===== src/rtl/norm_5d_pkg.sv =====
// Shared constants, FSM state encoding and element-slice helpers for the
// CORDIC-based 5-D vector normaliser.
package norm_pkg;

  localparam int unsigned NORM_DIM  = 5;
  localparam int unsigned NORM_DW   = 32;
  localparam int unsigned FRAC_BITS = 20;

  // Q11.20 unity
  localparam logic [NORM_DW-1:0] Q_ONE = 32'h0010_0000;

  typedef logic [NORM_DW-1:0]          elem_t;
  typedef logic [NORM_DIM*NORM_DW-1:0] vec_t;

  typedef enum logic [2:0] {
    IDLE     = 3'd0,
    VEC_REQ  = 3'd1,
    VEC_WAIT = 3'd2,
    ROT_REQ  = 3'd3,
    ROT_WAIT = 3'd4,
    DONE     = 3'd5
  } norm_state_t;

  function automatic elem_t get_elem(input vec_t v, input int unsigned idx);
    return v[idx*NORM_DW +: NORM_DW];
  endfunction

  function automatic vec_t set_elem(input vec_t v, input int unsigned idx, input elem_t e);
    vec_t r;
    r = v;
    r[idx*NORM_DW +: NORM_DW] = e;
    return r;
  endfunction

endpackage


===== src/rtl/norm_5d.sv =====
// Normalises a packed Q11.20 vector to unit length using an external CORDIC:
// a chain of vectoring steps builds the norm, reverse rotations of 1.0 rebuild w/||w||.
module norm_5d
  import norm_pkg::*;
#(
  parameter int unsigned DIMENSIONS    = 5,
  parameter int unsigned DATA_WIDTH    = 32,
  parameter int unsigned CORDIC_WIDTH  = 38,
  parameter int unsigned CORDIC_STAGES = 16,
  parameter int unsigned ANGLE_WIDTH   = 16
) (
  input  logic                             clk,
  input  logic                             nreset,
  input  logic [DIMENSIONS*DATA_WIDTH-1:0] w_in,
  input  logic                             start,
  output logic                             done,
  output logic [DIMENSIONS*DATA_WIDTH-1:0] W_out,
  output logic                             cordic_nrst,
  output logic                             ica_cordic_vec_en,
  output logic signed [DATA_WIDTH-1:0]     ica_cordic_vec_xin,
  output logic signed [DATA_WIDTH-1:0]     ica_cordic_vec_yin,
  output logic                             ica_cordic_vec_angle_calc_en,
  output logic                             ica_cordic_rot1_en,
  output logic signed [DATA_WIDTH-1:0]     ica_cordic_rot1_xin,
  output logic signed [DATA_WIDTH-1:0]     ica_cordic_rot1_yin,
  output logic [CORDIC_STAGES-1:0]         ica_cordic_rot1_microRot_in,
  output logic [1:0]                       ica_cordic_rot1_quad_in,
  output logic                             ica_cordic_rot1_angle_microRot_n,
  output logic                             ica_cordic_rot1_microRot_ext_vld,
  input  logic                             cordic_vec_opvld,
  input  logic [DATA_WIDTH-1:0]            cordic_vec_xout,
  input  logic [CORDIC_STAGES-1:0]         cordic_vec_microRot_out,
  input  logic [1:0]                       cordic_vec_quad_out,
  input  logic                             cordic_vec_microRot_out_start,
  input  logic [ANGLE_WIDTH-1:0]           cordic_vec_angle_out,
  input  logic                             cordic_rot1_opvld,
  input  logic signed [DATA_WIDTH-1:0]     cordic_rot1_xout,
  input  logic signed [DATA_WIDTH-1:0]     cordic_rot1_yout
);

  localparam int unsigned   KW     = $clog2(DIMENSIONS);
  localparam logic [KW-1:0] K_ONE  = KW'(1);
  localparam logic [KW-1:0] K_LAST = KW'(DIMENSIONS - 1);

  norm_state_t                      state;
  logic [KW-1:0]                    k;
  logic                             w_zero;
  logic                             flush;
  logic [DATA_WIDTH-1:0]            w_lat [DIMENSIONS];
  logic [DATA_WIDTH-1:0]            r_mag [DIMENSIONS];
  logic [CORDIC_STAGES-1:0]         micro [DIMENSIONS];
  logic [1:0]                       quad  [DIMENSIONS];
  logic [DATA_WIDTH-1:0]            rot_x_prev;
  logic [DIMENSIONS*DATA_WIDTH-1:0] w_res;
  logic [DIMENSIONS*DATA_WIDTH-1:0] w_res_next;
  logic                             unused_inputs;

  assign unused_inputs = ^{cordic_vec_microRot_out_start, cordic_vec_angle_out,
                           1'(CORDIC_WIDTH % 2)};

  assign done                             = (state == DONE);
  assign cordic_nrst                      = nreset & ~flush;
  assign ica_cordic_vec_angle_calc_en     = 1'b0;
  assign ica_cordic_rot1_angle_microRot_n = 1'b0;
  assign ica_cordic_rot1_yin              = '0;

  // Result vector including the rotation result arriving this cycle; the
  // final rotation also yields element 0 on its x output.
  always_comb begin
    w_res_next = w_res;
    for (int unsigned i = 0; i < DIMENSIONS; i++) begin
      if (KW'(i) == k) w_res_next[i*DATA_WIDTH +: DATA_WIDTH] = cordic_rot1_yout;
    end
    if (k == K_ONE) w_res_next[DATA_WIDTH-1:0] = cordic_rot1_xout;
  end

  always_ff @(posedge clk) begin
    if (!nreset) begin
      state                            <= IDLE;
      k                                <= '0;
      w_zero                           <= 1'b0;
      flush                            <= 1'b0;
      W_out                            <= '0;
      w_res                            <= '0;
      rot_x_prev                       <= '0;
      ica_cordic_vec_en                <= 1'b0;
      ica_cordic_vec_xin               <= '0;
      ica_cordic_vec_yin               <= '0;
      ica_cordic_rot1_en               <= 1'b0;
      ica_cordic_rot1_xin              <= '0;
      ica_cordic_rot1_microRot_in      <= '0;
      ica_cordic_rot1_quad_in          <= '0;
      ica_cordic_rot1_microRot_ext_vld <= 1'b0;
      for (int unsigned i = 0; i < DIMENSIONS; i++) begin
        w_lat[i] <= '0;
        r_mag[i] <= '0;
        micro[i] <= '0;
        quad[i]  <= '0;
      end
    end else begin
      flush              <= 1'b0;
      ica_cordic_vec_en  <= 1'b0;
      ica_cordic_rot1_en <= 1'b0;
      case (state)
        IDLE: begin
          if (start) begin
            for (int unsigned i = 0; i < DIMENSIONS; i++) begin
              w_lat[i] <= w_in[i*DATA_WIDTH +: DATA_WIDTH];
            end
            w_zero <= (w_in == '0);
            k      <= K_ONE;
            flush  <= 1'b1;
            state  <= VEC_REQ;
          end
        end
        VEC_REQ: begin
          ica_cordic_vec_en  <= 1'b1;
          ica_cordic_vec_xin <= (k == K_ONE) ? w_lat[0] : r_mag[k - K_ONE];
          ica_cordic_vec_yin <= w_lat[k];
          state              <= VEC_WAIT;
        end
        VEC_WAIT: begin
          if (cordic_vec_opvld) begin
            r_mag[k] <= cordic_vec_xout;
            micro[k] <= cordic_vec_microRot_out;
            quad[k]  <= cordic_vec_quad_out;
            if (k != K_LAST) begin
              k     <= k + K_ONE;
              state <= VEC_REQ;
            end else if (w_zero) begin
              W_out <= '0;
              state <= DONE;
            end else begin
              state <= ROT_REQ;
            end
          end
        end
        ROT_REQ: begin
          ica_cordic_rot1_en               <= 1'b1;
          ica_cordic_rot1_microRot_ext_vld <= 1'b1;
          ica_cordic_rot1_xin              <= (k == K_LAST) ? DATA_WIDTH'(Q_ONE) : rot_x_prev;
          ica_cordic_rot1_microRot_in      <= micro[k];
          ica_cordic_rot1_quad_in          <= quad[k];
          state                            <= ROT_WAIT;
        end
        ROT_WAIT: begin
          if (cordic_rot1_opvld) begin
            w_res <= w_res_next;
            if (k == K_ONE) begin
              W_out                            <= w_res_next;
              ica_cordic_rot1_microRot_ext_vld <= 1'b0;
              state                            <= DONE;
            end else begin
              rot_x_prev <= cordic_rot1_xout;
              k          <= k - K_ONE;
              state      <= ROT_REQ;
            end
          end
        end
        DONE:    state <= IDLE;
        default: state <= IDLE;
      endcase
    end
  end

endmodule


===== config.mk =====
export PLATFORM = sky130hd
export DESIGN_NAME = norm_5d
export DESIGN_NICKNAME = d
export VERILOG_FILES = /design/src/rtl/norm_5d_pkg.sv /design/src/rtl/norm_5d.sv
export SDC_FILE = /design/constraint.sdc
export NUM_CORES = 2
export LEC_CHECK = 0
export BUFFER_PORTS_ARGS = -buffer_cell sky130_fd_sc_hd__buf_2
export CAP_MARGIN = 25
export CORE_MARGIN = 2
export CORE_UTILIZATION = 45
export CTS_CLUSTER_DIAMETER = 40
export DETAILED_ROUTE_END_ITERATION = 12
export HOLD_SLACK_MARGIN = 0.15
export PLACE_DENSITY_LB_ADDON = 0.3
export SLEW_MARGIN = 20
export SYNTH_ARGS = -nofsm -noshare
export SYNTH_HDL_FRONTEND = slang
export SYNTH_SLANG_ARGS = --single-unit

===== constraint.sdc =====
create_clock -name clk -period 8 [get_ports clk]
set_clock_uncertainty 0.05 [all_clocks]
set_input_delay 2 -clock clk [delete_from_list [all_inputs] [get_ports clk]]
set_output_delay 2 -clock clk [all_outputs]
set_load 0.02 [all_outputs]

==> results by group <==
Outcome
  – Status: complete, no violations

Setup path
  – Crit path depth: 4
  – Crit-path max FO: 127
  – Largest stage delay, worst path: 0.56 ns
  – Top delay family on crit path: buffers and inverters
  – Critical Path AT: 3.09 ns
  – Slowest-stage cell, CP: inv_8
  – Type of origin of the critical path: primary input
  – WP buf/inv: 3
  – Worst Path Class, Setup: primary input to primary output
  – CP endpoint kind: primary output
  – Critical path, cell by cell: buf_4 > inv_8 > nor2_1 > buf_2
  – Reg2reg path depth: 10
  – WP data required: 5.95 ns

Global route
  – Grt ovf: 0
  – Number of global-route vias before repair: 30,323
  – First-pass GRT wire length: 196,000 um
  – Total Routing Usage GR: 26.7%
  – Initial antenna violation count: 18
  – Largest net degree at the start of global routing: 246

Cells and area
  – Cell Count, Final, Fillers Out: 5,735
  – Layout area overhead: 19.9%
  – Fin nets: 4,641
  – Post-route cell area: 51,400 sq um
  – Layout cell share with drive strength beyond 1: 21.9%
  – Most frequent cells in the layout: nand2_1, edfxtp_1, buf_2
  – Commonest non-fill, non-tap cell in the layout: nand2_1

Routing
  – Vias per cell: 5.59
  – DRC viols: 0
  – WL/cell: 23.4 um
  – DRT Pass-1 Iters: 6
  – Drt total wl: 134,000 um
  – DR iter-0 viols: 3,410
  – Routed Antenna Nets: 0
  – Via Count: 32,071

Placement
  – PortBufs: 557
  – Placed cell areas: 46,400 sq um
  – Detail Placement HPWL: 84,900 um
  – Setup slack at placement: 2.54 ns
  – Inst Count DP: 5,456
  – GP Congestion: 0.958

Timing
  – Setup WS post-layout: 2.86 ns
  – Setup TNS: 0 ns
  – Final hold slack: 0.394 ns
  – Final setup fails: 0
  – Tmin final: 5.14 ns
  – Tcrit/Tclk final: 64.3%
  – Max Freq: 194 MHz
  – Worst-margin pin slew: 1.13 ns
  – Worst relative slew slack: 24.5%
  – Max-slew violation count: 0
  – Number of hold violations in the final report: 0
  – RSZ-0062 raised after global routing: no

Synth
  – Synth Flop Type: edfxtp_1
  – Synth top area cells: edfxtp_1, dfxtp_1, nand2_1
  – Seq/Total Area, Yosys: 61.1%
  – Synth unique cells: 47
  – Number of flops mapped to enable cells by yosys: 560
  – Yosys top cell by area: edfxtp_1
  – Netlist Area Pre-Place: 42,900 sq um
  – Post-synthesis register bit count: 1,028
  – Area share of the leading cell type in the synthesized netlist: 39.2%
  – Yosys warnings: 0
  – Mean Syn Cell Area: 11.0 sq um
  – Post-Synthesis Cells: 3,912
  – Ys async rst share: 0%

Run
  – MaxCap Viol Count: 0

Floorplan
  – Std-Cell Rows: 113
  – Io pins: 609
  – Die area: 97,800 sq um
  – Die W: 313 um
  – Die Y: 313 um
  – Core area: 94,700 sq um
  – Starting density of the core: 45.3%

Clock network
  – PostCTS Resize Cnt: 0
  – TritonCTS Sinks: 1,028
  – H-tree depth: 4
  – Hold Buf Count CTS: 0
  – Post-CTS repair timing setup buffer count: 0
  – Clk slew on worst S/H paths: 0.05 ns
  – Clock tree buffer depth: 3
  – Cts bufs inserted: 146
  – Root buffer cell: clkbuf_16
  – Worst-Skew Late Latency: 0.75 ns
  – CTS tree: done

Pwr
  – Peak supply drop: 191 uV
  – P per Cell Area: 263 nW/um^2
  – Static Leak: 19.6 nW

Min path
  – Worst hold path depth: 2
  – Hold Crit Class: register to register
==> area by class of cell <==
type | instances | area, sq um
tap | 1265 | 1580
timing repair buffer | 613 | 3260
antenna | 7 | 17.5
clock inverter | 94 | 1030
multi-input combinational | 2543 | 15300
sequential | 1028 | 26200
inverter | 7 | 33.8
fill | 8151 | 43300
clock buffer | 178 | 3980
==> report_power, final <==
part / leakage [nW] / switching, W / internal (W)
logic: 7.75 / 0.000855 / 0.000372
registers: 9.44 / 0.000101 / 0.00573
clock network: 2.42 / 0.00257 / 0.00392
total: 19.6 / 0.00352 / 0.0100
==> Yosys cell counts, types with 3 or more instances <==
library cell / n
a21oi_1: 266
a211oi_1: 120
a311oi_1: 50
o21ai_0: 37
buf_2: 52
ha_1: 6
nor2b_1: 7
nand4_1: 44
nand2_1: 709
clkbuf_1: 238
and2_1: 257
buf_6: 9
o22ai_1: 35
edfxtp_1: 560
a22o_1: 31
nor2_1: 189
mux4_2: 68
nor3_1: 3
dfxtp_1: 468
and3_1: 193
mux2i_1: 149
nor4_1: 43
nand2b_1: 5
buf_4: 46
inv_1: 6
or3_1: 116
buf_1: 22
nand3_1: 161
==> worst paths after layout <==
| check | startpoint | slack (ns) | end |
|---|---|---|---|
| min | W_out[92] | 0.39 | W_out[92] |
| max reg2reg | k[0] | 3.75 | W_out[156] |
| max | nreset | 2.86 | cordic_nrst |
| min reg2reg | W_out[92] | 0.39 | W_out[92] |
==> layer usage <==
metal | track usage (%) | up-vias | part of all wire [%] | wire length [um]
met5 | 0 | - | 0.044 | 59
met4 | 11.8 | 10 | 4.1 | 5550
met3 | 5.55 | 301 | 8.0 | 10800
met2 | 43.0 | 1479 | 47 | 63700
met1 | 34.9 | 15403 | 40 | 54400
li1 | - | 14878 | - | -
==> kinds of logic after synthesis <==
kind of cell | share of synthesized area (%)
fa+ha+maj | 0.175
simple gates | 19.7
flops | 61.1
buf+inv | 3.99
other cells | 0.00874
xor+xnor | 0.0408
compound gates | 7.92
mux | 7.10
==> worst min-delay path: cells and delay by family, from the launching register on <==
| kind | cells | cell delay (ns) |
|---|---|---|
| flops | 1 | 0.30 |
| compound gates | 1 | 0.05 |
| simple gates | 1 | 0.05 |
==> stage by stage <==
| stage | util (%) | power (W) |
|---|---|---|
| floorplan | - | 0.00667 |
| global placement | 48.9 | 0.00715 |
| detailed placement | 49.0 | 0.00716 |
| CTS | 54.3 | 0.0136 |
| global route | 54.3 | 0.0140 |
| finish | 54.3 | 0.0135 |
==> registers in the layout, indices dropped and copies added, names as in the netlist, 128 cells and up <==
register,flops
micro,128
w_lat,160
w_res,151
W_out,160
r_mag,256
Power figures use the tool's default switching activity.
